`src/rtl/update_knn6_pkg.sv`:
```
// Shared definitions for the update_knn6 divider.
//   state_e        FSM state encoding (S_IDLE, S_CALC, S_DONE)
//   DEF_*          default operand widths
//   cnt_width()    width of the iteration step counter for a given quotient width
package update_knn6_pkg;

    typedef enum logic [1:0] {
        S_IDLE,
        S_CALC,
        S_DONE
    } state_e;

    localparam int unsigned DEF_DIVIDEND_WIDTH = 32;
    localparam int unsigned DEF_DIVISOR_WIDTH  = 15;
    localparam int unsigned DEF_QUO_WIDTH      = 17;

    // Counter holds QUO_WIDTH-1 down to 0; keep at least one bit.
    function automatic int unsigned cnt_width(input int unsigned n);
        return (n < 2) ? 1 : $clog2(n);
    endfunction

    localparam int unsigned DEF_CNT_WIDTH = cnt_width(DEF_QUO_WIDTH);

endpackage

```
`src/rtl/update_knn6_div_seq_if.sv`:
```
// Handshake bundle for update_knn6_div_seq.
//   master: drives in_valid/dividend/divisor/out_ready, observes results
//   slave : the divider; drives in_ready/out_valid/quotient/remainder/flags
interface update_knn6_div_seq_if
    import update_knn6_pkg::*;
#(
    parameter int unsigned DIVIDEND_WIDTH = DEF_DIVIDEND_WIDTH,
    parameter int unsigned DIVISOR_WIDTH  = DEF_DIVISOR_WIDTH,
    parameter int unsigned QUO_WIDTH      = DEF_QUO_WIDTH
);

    logic                      in_valid;
    logic                      in_ready;
    logic [DIVIDEND_WIDTH-1:0] dividend;
    logic [DIVISOR_WIDTH-1:0]  divisor;
    logic                      out_valid;
    logic                      out_ready;
    logic [QUO_WIDTH-1:0]      quotient;
    logic [DIVISOR_WIDTH-1:0]  remainder;
    logic                      div_by_zero;
    logic                      overflow;

    modport master (
        output in_valid, dividend, divisor, out_ready,
        input  in_ready, out_valid, quotient, remainder, div_by_zero, overflow
    );

    modport slave (
        input  in_valid, dividend, divisor, out_ready,
        output in_ready, out_valid, quotient, remainder, div_by_zero, overflow
    );

endinterface

```
`src/rtl/update_knn6_div_step.sv`:
```
// One radix-2 restoring division step (combinational).
//   rem      current partial remainder (always < divisor)
//   bit_in   next dividend bit, MSB first
//   divisor  divisor
//   rem_next partial remainder after the step
//   q_bit    quotient bit produced by the step
module update_knn6_div_step
    import update_knn6_pkg::*;
#(
    parameter int unsigned DIVISOR_WIDTH = DEF_DIVISOR_WIDTH
) (
    input  logic [DIVISOR_WIDTH-1:0] rem,
    input  logic                     bit_in,
    input  logic [DIVISOR_WIDTH-1:0] divisor,
    output logic [DIVISOR_WIDTH-1:0] rem_next,
    output logic                     q_bit
);

    logic [DIVISOR_WIDTH:0] trial;

    always_comb begin
        trial = {rem, bit_in};
        q_bit = (trial >= {1'b0, divisor});
        // When the subtract succeeds the true difference is < divisor, so the
        // low DIVISOR_WIDTH bits of the wrapped difference are exact.
        rem_next = q_bit ? (trial[DIVISOR_WIDTH-1:0] - divisor) : trial[DIVISOR_WIDTH-1:0];
    end

endmodule

```
`src/rtl/update_knn6_div_seq.sv`:
```
// Iterative radix-2 restoring unsigned divider: dividend / divisor -> quotient, remainder.
// One division in flight; valid/ready on both sides; ce freezes all state.
//   clk, reset (async, active-low), ce (clock enable)
//   bus (slave): in_valid/in_ready/dividend/divisor accept side,
//                out_valid/out_ready/quotient/remainder/div_by_zero/overflow result side
module update_knn6_div_seq
    import update_knn6_pkg::*;
#(
    parameter int unsigned DIVIDEND_WIDTH = DEF_DIVIDEND_WIDTH,
    parameter int unsigned DIVISOR_WIDTH  = DEF_DIVISOR_WIDTH,
    parameter int unsigned QUO_WIDTH      = DEF_QUO_WIDTH
) (
    input logic                 clk,
    input logic                 reset,
    input logic                 ce,
    update_knn6_div_seq_if.slave bus
);

    localparam int unsigned CNT_WIDTH = cnt_width(QUO_WIDTH);

    state_e                   state_q, state_d;
    logic [DIVISOR_WIDTH-1:0] rem_q, rem_d;
    logic [DIVISOR_WIDTH-1:0] div_q, div_d;
    // Holds the unconsumed low dividend bits at the top and the quotient
    // bits shifted in at the bottom; after QUO_WIDTH steps it is the quotient.
    logic [QUO_WIDTH-1:0]     quo_q, quo_d;
    logic [CNT_WIDTH-1:0]     cnt_q, cnt_d;
    logic                     dbz_q, dbz_d;
    logic                     ovf_q, ovf_d;

    logic [DIVISOR_WIDTH-1:0] hi;
    logic [DIVISOR_WIDTH-1:0] step_rem;
    logic                     step_q;

    // Fits DIVISOR_WIDTH because DIVIDEND_WIDTH <= QUO_WIDTH + DIVISOR_WIDTH.
    assign hi = DIVISOR_WIDTH'(bus.dividend >> QUO_WIDTH);

    update_knn6_div_step #(
        .DIVISOR_WIDTH(DIVISOR_WIDTH)
    ) u_step (
        .rem     (rem_q),
        .bit_in  (quo_q[QUO_WIDTH-1]),
        .divisor (div_q),
        .rem_next(step_rem),
        .q_bit   (step_q)
    );

    always_comb begin
        state_d = state_q;
        rem_d   = rem_q;
        div_d   = div_q;
        quo_d   = quo_q;
        cnt_d   = cnt_q;
        dbz_d   = dbz_q;
        ovf_d   = ovf_q;
        unique case (state_q)
            S_IDLE: begin
                if (bus.in_valid) begin
                    div_d = bus.divisor;
                    dbz_d = 1'b0;
                    ovf_d = 1'b0;
                    if (bus.divisor == '0) begin
                        state_d = S_DONE;
                        dbz_d   = 1'b1;
                        quo_d   = '1;
                        rem_d   = '0;
                    end else if (hi >= bus.divisor) begin
                        state_d = S_DONE;
                        ovf_d   = 1'b1;
                        quo_d   = '1;
                        rem_d   = '0;
                    end else begin
                        state_d = S_CALC;
                        rem_d   = hi;
                        quo_d   = bus.dividend[QUO_WIDTH-1:0];
                        cnt_d   = CNT_WIDTH'(QUO_WIDTH - 1);
                    end
                end
            end
            S_CALC: begin
                rem_d = step_rem;
                quo_d = {quo_q[QUO_WIDTH-2:0], step_q};
                if (cnt_q == '0) begin
                    state_d = S_DONE;
                end else begin
                    cnt_d = cnt_q - CNT_WIDTH'(1);
                end
            end
            S_DONE: begin
                if (bus.out_ready) begin
                    state_d = S_IDLE;
                end
            end
            default: state_d = S_IDLE;
        endcase
    end

    always_ff @(posedge clk or negedge reset) begin
        if (!reset) begin
            state_q <= S_IDLE;
            rem_q   <= '0;
            div_q   <= '0;
            quo_q   <= '0;
            cnt_q   <= '0;
            dbz_q   <= 1'b0;
            ovf_q   <= 1'b0;
        end else if (ce) begin
            state_q <= state_d;
            rem_q   <= rem_d;
            div_q   <= div_d;
            quo_q   <= quo_d;
            cnt_q   <= cnt_d;
            dbz_q   <= dbz_d;
            ovf_q   <= ovf_d;
        end
    end

    assign bus.in_ready    = (state_q == S_IDLE);
    assign bus.out_valid   = (state_q == S_DONE);
    assign bus.quotient    = quo_q;
    assign bus.remainder   = rem_q;
    assign bus.div_by_zero = dbz_q;
    assign bus.overflow    = ovf_q;

endmodule
```
`src/flat_wrapper.sv`:
```
// flat-port wrapper written by rule: the top's interface ports become plain ports
module update_knn6_div_seq_flat import update_knn6_pkg::*;
#(
    parameter int unsigned DIVIDEND_WIDTH = DEF_DIVIDEND_WIDTH,
    parameter int unsigned DIVISOR_WIDTH  = DEF_DIVISOR_WIDTH,
    parameter int unsigned QUO_WIDTH      = DEF_QUO_WIDTH
)
  (clk, reset, ce, bus_in_valid, bus_dividend, bus_divisor, bus_out_ready, bus_in_ready, bus_out_valid, bus_quotient, bus_remainder, bus_div_by_zero, bus_overflow);
  update_knn6_div_seq_if #(.DIVIDEND_WIDTH(DIVIDEND_WIDTH), .DIVISOR_WIDTH(DIVISOR_WIDTH), .QUO_WIDTH(QUO_WIDTH)) bus_i ();
  input logic clk;
  input logic reset;
  input logic ce;
  input wire logic [$bits(bus_i.in_valid)-1:0] bus_in_valid;
  input wire logic [$bits(bus_i.dividend)-1:0] bus_dividend;
  input wire logic [$bits(bus_i.divisor)-1:0] bus_divisor;
  input wire logic [$bits(bus_i.out_ready)-1:0] bus_out_ready;
  output wire logic [$bits(bus_i.in_ready)-1:0] bus_in_ready;
  output wire logic [$bits(bus_i.out_valid)-1:0] bus_out_valid;
  output wire logic [$bits(bus_i.quotient)-1:0] bus_quotient;
  output wire logic [$bits(bus_i.remainder)-1:0] bus_remainder;
  output wire logic [$bits(bus_i.div_by_zero)-1:0] bus_div_by_zero;
  output wire logic [$bits(bus_i.overflow)-1:0] bus_overflow;
  assign bus_i.in_valid = bus_in_valid;
  assign bus_i.dividend = bus_dividend;
  assign bus_i.divisor = bus_divisor;
  assign bus_i.out_ready = bus_out_ready;
  assign bus_in_ready = bus_i.in_ready;
  assign bus_out_valid = bus_i.out_valid;
  assign bus_quotient = bus_i.quotient;
  assign bus_remainder = bus_i.remainder;
  assign bus_div_by_zero = bus_i.div_by_zero;
  assign bus_overflow = bus_i.overflow;
  update_knn6_div_seq #(.DIVIDEND_WIDTH(DIVIDEND_WIDTH), .DIVISOR_WIDTH(DIVISOR_WIDTH), .QUO_WIDTH(QUO_WIDTH)) u_core (.clk(clk), .reset(reset), .ce(ce), .bus(bus_i));
endmodule
```
`config.mk`:
```
export PLATFORM = sky130hd
export DESIGN_NAME = update_knn6_div_seq_flat
export DESIGN_NICKNAME = d
export VERILOG_FILES = /design/src/rtl/update_knn6_pkg.sv /design/src/rtl/update_knn6_div_seq_if.sv /design/src/rtl/update_knn6_div_step.sv /design/src/rtl/update_knn6_div_seq.sv /design/src/flat_wrapper.sv
export SDC_FILE = /design/constraint.sdc
export NUM_CORES = 1
export LEC_CHECK = 0
export CAP_MARGIN = 10
export CORE_AREA = 5 5 157 84
export DETAILED_ROUTE_END_ITERATION = 10
export DIE_AREA = 0 0 162 89
export GPL_TIMING_DRIVEN = 0
export PLACE_DENSITY_LB_ADDON = 0.2
export SLEW_MARGIN = 30
export SYNTH_ARGS = -nofsm -noshare
export SYNTH_HDL_FRONTEND = slang
export SYNTH_SLANG_ARGS = --single-unit
export TNS_END_PERCENT = 30
```
`constraint.sdc`:
```
create_clock -name clk -period 6.34 [get_ports clk]
set_clock_uncertainty 0.15 [all_clocks]
set_input_delay 1.268 -clock clk [delete_from_list [all_inputs] [get_ports clk]]
set_output_delay 1.268 -clock clk [all_outputs]
set_load 0.02 [all_outputs]
```
==> results by stage <==
Synthesis:
- The netlist area before placement is 0.00385 sq mm.
- The sequential element share of the synthesized area is 36.4%.
- The number of synthesis warnings is 0.
- Counting flops with a built-in enable in the synthesized netlist gives 0.
- The number of flip-flops and latches in the synthesized netlist is 56.
- The top flip-flop cell by instance count after synthesis is sky130_fd_sc_hd__dfrtp_1.
- The post-synthesis cell type count is 64.
- For this run, asynchronously set or reset flops after synthesis account for 100%.
- The cell count after synthesis is 449.
- The synthesized netlist net count is 534.
- In this run the mean area of a mapped cell was between 8 and 9 sq um.

Timing:
- After layout, the worst path uses 69.3% of the clock period.
- The relative slew slack is 45.9%.
- Setup violations remaining at the end of the flow were counted as 0.
- The final-report max-slew violation count is 0.
- The shortest period the worst path allows is 4390 ps.
- Setup repair after global routing left no endpoint under its margin.
- After routing, the total negative slack on setup checks comes to 0 ps.
- At the pin with the least slew margin, the transition time is 808 ps.
- The achievable frequency is 228 MHz.
- The hold violation total from the final report came to 0.

Final layout:
- The number of standard cells in the layout, taps in and fillers out is 695.
- The cell area after layout is around 0.0051 sq mm.
- The post-route netlist has 5.87% of its cells at a drive strength greater than 1.
- The count of inserted antenna diode cells is 0.
- Compared with the post-synthesis result, the final layout area differs by 31.8%.
- At the end of the flow, the number of nets in the layout was 629.

Floorplanning:
- The floorplan step set the die width to 162 microns.
- The count of boundary I/O pins is 88.
- The die boundary height is 89 microns.
- The core outline area is 0.0116 sq mm.
- The effective utilization at floorplan is 33.3%.
- Row generation in the floorplan step produced 28 rows.
- The area of the die is 0.0144 sq mm.

Setup path:
- STA puts the critical path data required time at 6420 ps.
- Data on the critical path arrives at its endpoint at about 4500 ps.
- The category of the most critical setup path is in2reg.
- The worst setup path is captured at a flop.
- The maximum fanout along the worst path is 10.
- The startpoint type of the worst setup path is an input port.

Placed design:
- The placer's final routability congestion estimate is 0.871.
- In this run, placement finished with an instance count of 687.
- The number of buffers added on ports is 87.
- After detailed placement, the total cell area comes to 0.00493 sq mm.
- After legalization and detailed placement, the total HPWL measured between 10 and 15 mm.

Clock network:
- Hold repair after CTS inserted 0 buffers.
- The number of sinks on the clock net is 56.
- The clock tree from TritonCTS is done.
- The post-CTS repair timing setup buffer count is 0.
- For the worst-skew pair, the clock arrives at the later sink with an insertion delay of 310 ps.
- In this run the clock root is driven by a sky130_fd_sc_hd__clkbuf_16.
- After clock tree synthesis, the clock-pin slew on the worst setup and hold paths is 80 ps.
- The number of buffers created by CTS is 5.
- The level count of the clock H-tree is 2.
- The number of gates given a new drive strength after cts is 0.
- No sink is reached through more buffers than the 2 on the longest clock path.

GRT:
- The aggregate global routing overflow is 0.
- For this run, the total global-route usage over all layers was measured as 18.6%.
- The via count of the first global-routing pass is between 3000 and 4000.
- Entering global routing, the biggest net connects 31 pins.
- The initial antenna violation count is 0.
- The first global-routing pass estimated between 20 and 25 mm of wire.

Route:
- The DRC violation total after the first TritonRoute iteration is roughly 320.
- In the final routed layout, each cell accounts on average for 19.6 microns.
- The length of the first detailed-routing pass in iterations is 5.
- The residual antenna-violating net count after detailed routing is 0.
- The total detailed-routing wirelength is 13.6 mm.
- For this run, design rule violations remaining after detail routing come to 0.
- The routed layout has 3825 vias.
- The ratio of routed vias to standard cells is about 5.5.

Power:
- For this design the static power due to leakage is 2.17 nW.
- The power density of the placed cells is 587 mW/mm^2.
- The worst-case IR drop observed on VDD is 0.177 mV.

Min path:
- The tightest min-delay check is of the reg2reg type.

Run:
- The count of max-cap constraint violations is 0.

Outcome:
- The run finished with clean final reports.
## per-stage QoR
| step | hold WS (ps) | power [mW] | worst slack [ps] | utilization, % |
|---|---|---|---|---|
| final | 364 | 2.98 | 1950 | 43.9 |
| after global routing | 388 | 3.18 | 1790 | 43.9 |
| after CTS | 366 | 2.95 | 2090 | 43.9 |
| after detailed placement | 345 | 2.65 | 1800 | 42.6 |
| after global placement | 342 | 2.63 | 1730 | 42.5 |
| after floorplan | 300 | 1.98 | 3120 | - |
## power breakdown
part | switching, mW | total [mW] | internal (mW) | leakage, nW
logic | 1.19 | 2.01 | 0.819 | 1.42
clock network | 0.154 | 0.302 | 0.148 | 0.0660
registers | 0.144 | 0.670 | 0.525 | 0.684
total | 1.49 | 2.98 | 1.49 | 2.17
## final timing paths
| check | startpoint | to | slack, ps | cells past startpoint |
|---|---|---|---|---|
| max | bus_divisor[0] | u_core.bus.remainder[9] | 1950 | 10 |
| min | u_core.bus.quotient[3] | u_core.bus.quotient[3] | 360 | 2 |
| max reg2reg | u_core.bus.quotient[16] | u_core.bus.remainder[13] | 3370 | 12 |
| min reg2reg | u_core.bus.quotient[3] | u_core.bus.quotient[3] | 360 | 2 |
| max in group asynchronous | reset | u_core.bus.remainder[4] | 4800 | 2 |
| min in group asynchronous | reset | u_core.div_q[13] | 720 | 1 |
## cells in the mapped netlist, types with 3 or more instances
cell type                  instances  area (sq um)
sky130_fd_sc_hd__nand2_1          61           229
sky130_fd_sc_hd__dfrtp_1          56          1400
sky130_fd_sc_hd__o21ai_0          47           235
sky130_fd_sc_hd__inv_1            40           150
sky130_fd_sc_hd__ha_1             32           400
sky130_fd_sc_hd__a21oi_1          27           135
sky130_fd_sc_hd__nor2_1           27           101
sky130_fd_sc_hd__o22ai_1          17           106
sky130_fd_sc_hd__clkbuf_1         13          48.8
sky130_fd_sc_hd__nand3_1          10          50.1
sky130_fd_sc_hd__o21a_1            7          52.6
sky130_fd_sc_hd__a21o_1            6          45.0
sky130_fd_sc_hd__xnor2_1           6          52.6
sky130_fd_sc_hd__a31oi_1           5          31.3
sky130_fd_sc_hd__nand4_1           5          31.3
sky130_fd_sc_hd__nor3_1            5          25.0
sky130_fd_sc_hd__mux2i_1           4          40.0
sky130_fd_sc_hd__nor4_1            4          25.0
sky130_fd_sc_hd__o211ai_1          4          30.0
sky130_fd_sc_hd__o31ai_1           4          30.0
sky130_fd_sc_hd__a211oi_1          3          22.5
sky130_fd_sc_hd__a221oi_1          3          26.3
sky130_fd_sc_hd__and2_1            3          18.8
sky130_fd_sc_hd__buf_2             3          15.0
sky130_fd_sc_hd__nor2b_1           3          18.8
sky130_fd_sc_hd__o21ai_1           3          15.0
sky130_fd_sc_hd__o31a_1            3          26.3
sky130_fd_sc_hd__or3_1             3          18.8
## layout make-up
cell class,instances,area (sq um)
buffer,19,93.8
clock buffer,5,125
clock inverter,3,23.8
fill,1166,6480
inverter,41,154
multi-input combinational,333,2200
sequential,56,1400
tap,150,188
timing repair buffer,88,888
## state kept, by name, summed over array words and instances (netlist names)
register	flops
u_core.bus.quotient	17
u_core.bus.remainder	15
u_core.div_q	15
u_core.cnt_q	5
u_core.state_q	2
u_core.bus.div_by_zero	1
u_core.bus.overflow	1
## metal layers
metal,GRT usage (%),part of all wire (%)
met1,30.8,54
met4,2.38,0.66
met3,5.90,9.4
met5,0,0
met2,23.0,36
## worst max-delay path: stages
cell and delay [ps]:
sky130_fd_sc_hd__clkdlybuf4s50_1 620, sky130_fd_sc_hd__ha_1 270, sky130_fd_sc_hd__nand2b_1 140, sky130_fd_sc_hd__a31oi_1 430, sky130_fd_sc_hd__o21bai_1 250, sky130_fd_sc_hd__a21oi_1 260, sky130_fd_sc_hd__and2_1 290, sky130_fd_sc_hd__clkbuf_1 510
sky130_fd_sc_hd__a21oi_1 210, sky130_fd_sc_hd__a31oi_1 210
## logic make-up (layout without fill, tap and decap cells)
kind of cell,Yosys count,count (layout),share of synthesized area (%)
compound gates,153,153,27.0
xor+xnor,7,7,1.59
mux,6,6,1.72
flops,56,56,36.4
fa+ha+maj,33,33,10.9
simple gates,134,134,16.0
buf+inv,60,156,6.43
## placed cells by master (no fill, tap or decap), types with 5 or more instances in the layout
cell type	count
sky130_fd_sc_hd__clkdlybuf4s50_1	86
sky130_fd_sc_hd__nor3_1	5
sky130_fd_sc_hd__nor2_1	27
sky130_fd_sc_hd__a21oi_1	27
sky130_fd_sc_hd__o21a_1	7
sky130_fd_sc_hd__xnor2_1	6
sky130_fd_sc_hd__clkbuf_16	5
sky130_fd_sc_hd__a21o_1	6
sky130_fd_sc_hd__ha_1	32
sky130_fd_sc_hd__nand2_1	61
sky130_fd_sc_hd__inv_1	40
sky130_fd_sc_hd__clkbuf_1	13
sky130_fd_sc_hd__nand3_1	10
sky130_fd_sc_hd__o21ai_0	47
sky130_fd_sc_hd__nand4_1	5
sky130_fd_sc_hd__o22ai_1	17
sky130_fd_sc_hd__dfrtp_1	56
sky130_fd_sc_hd__a31oi_1	5
Power figures use the tool's default switching activity.
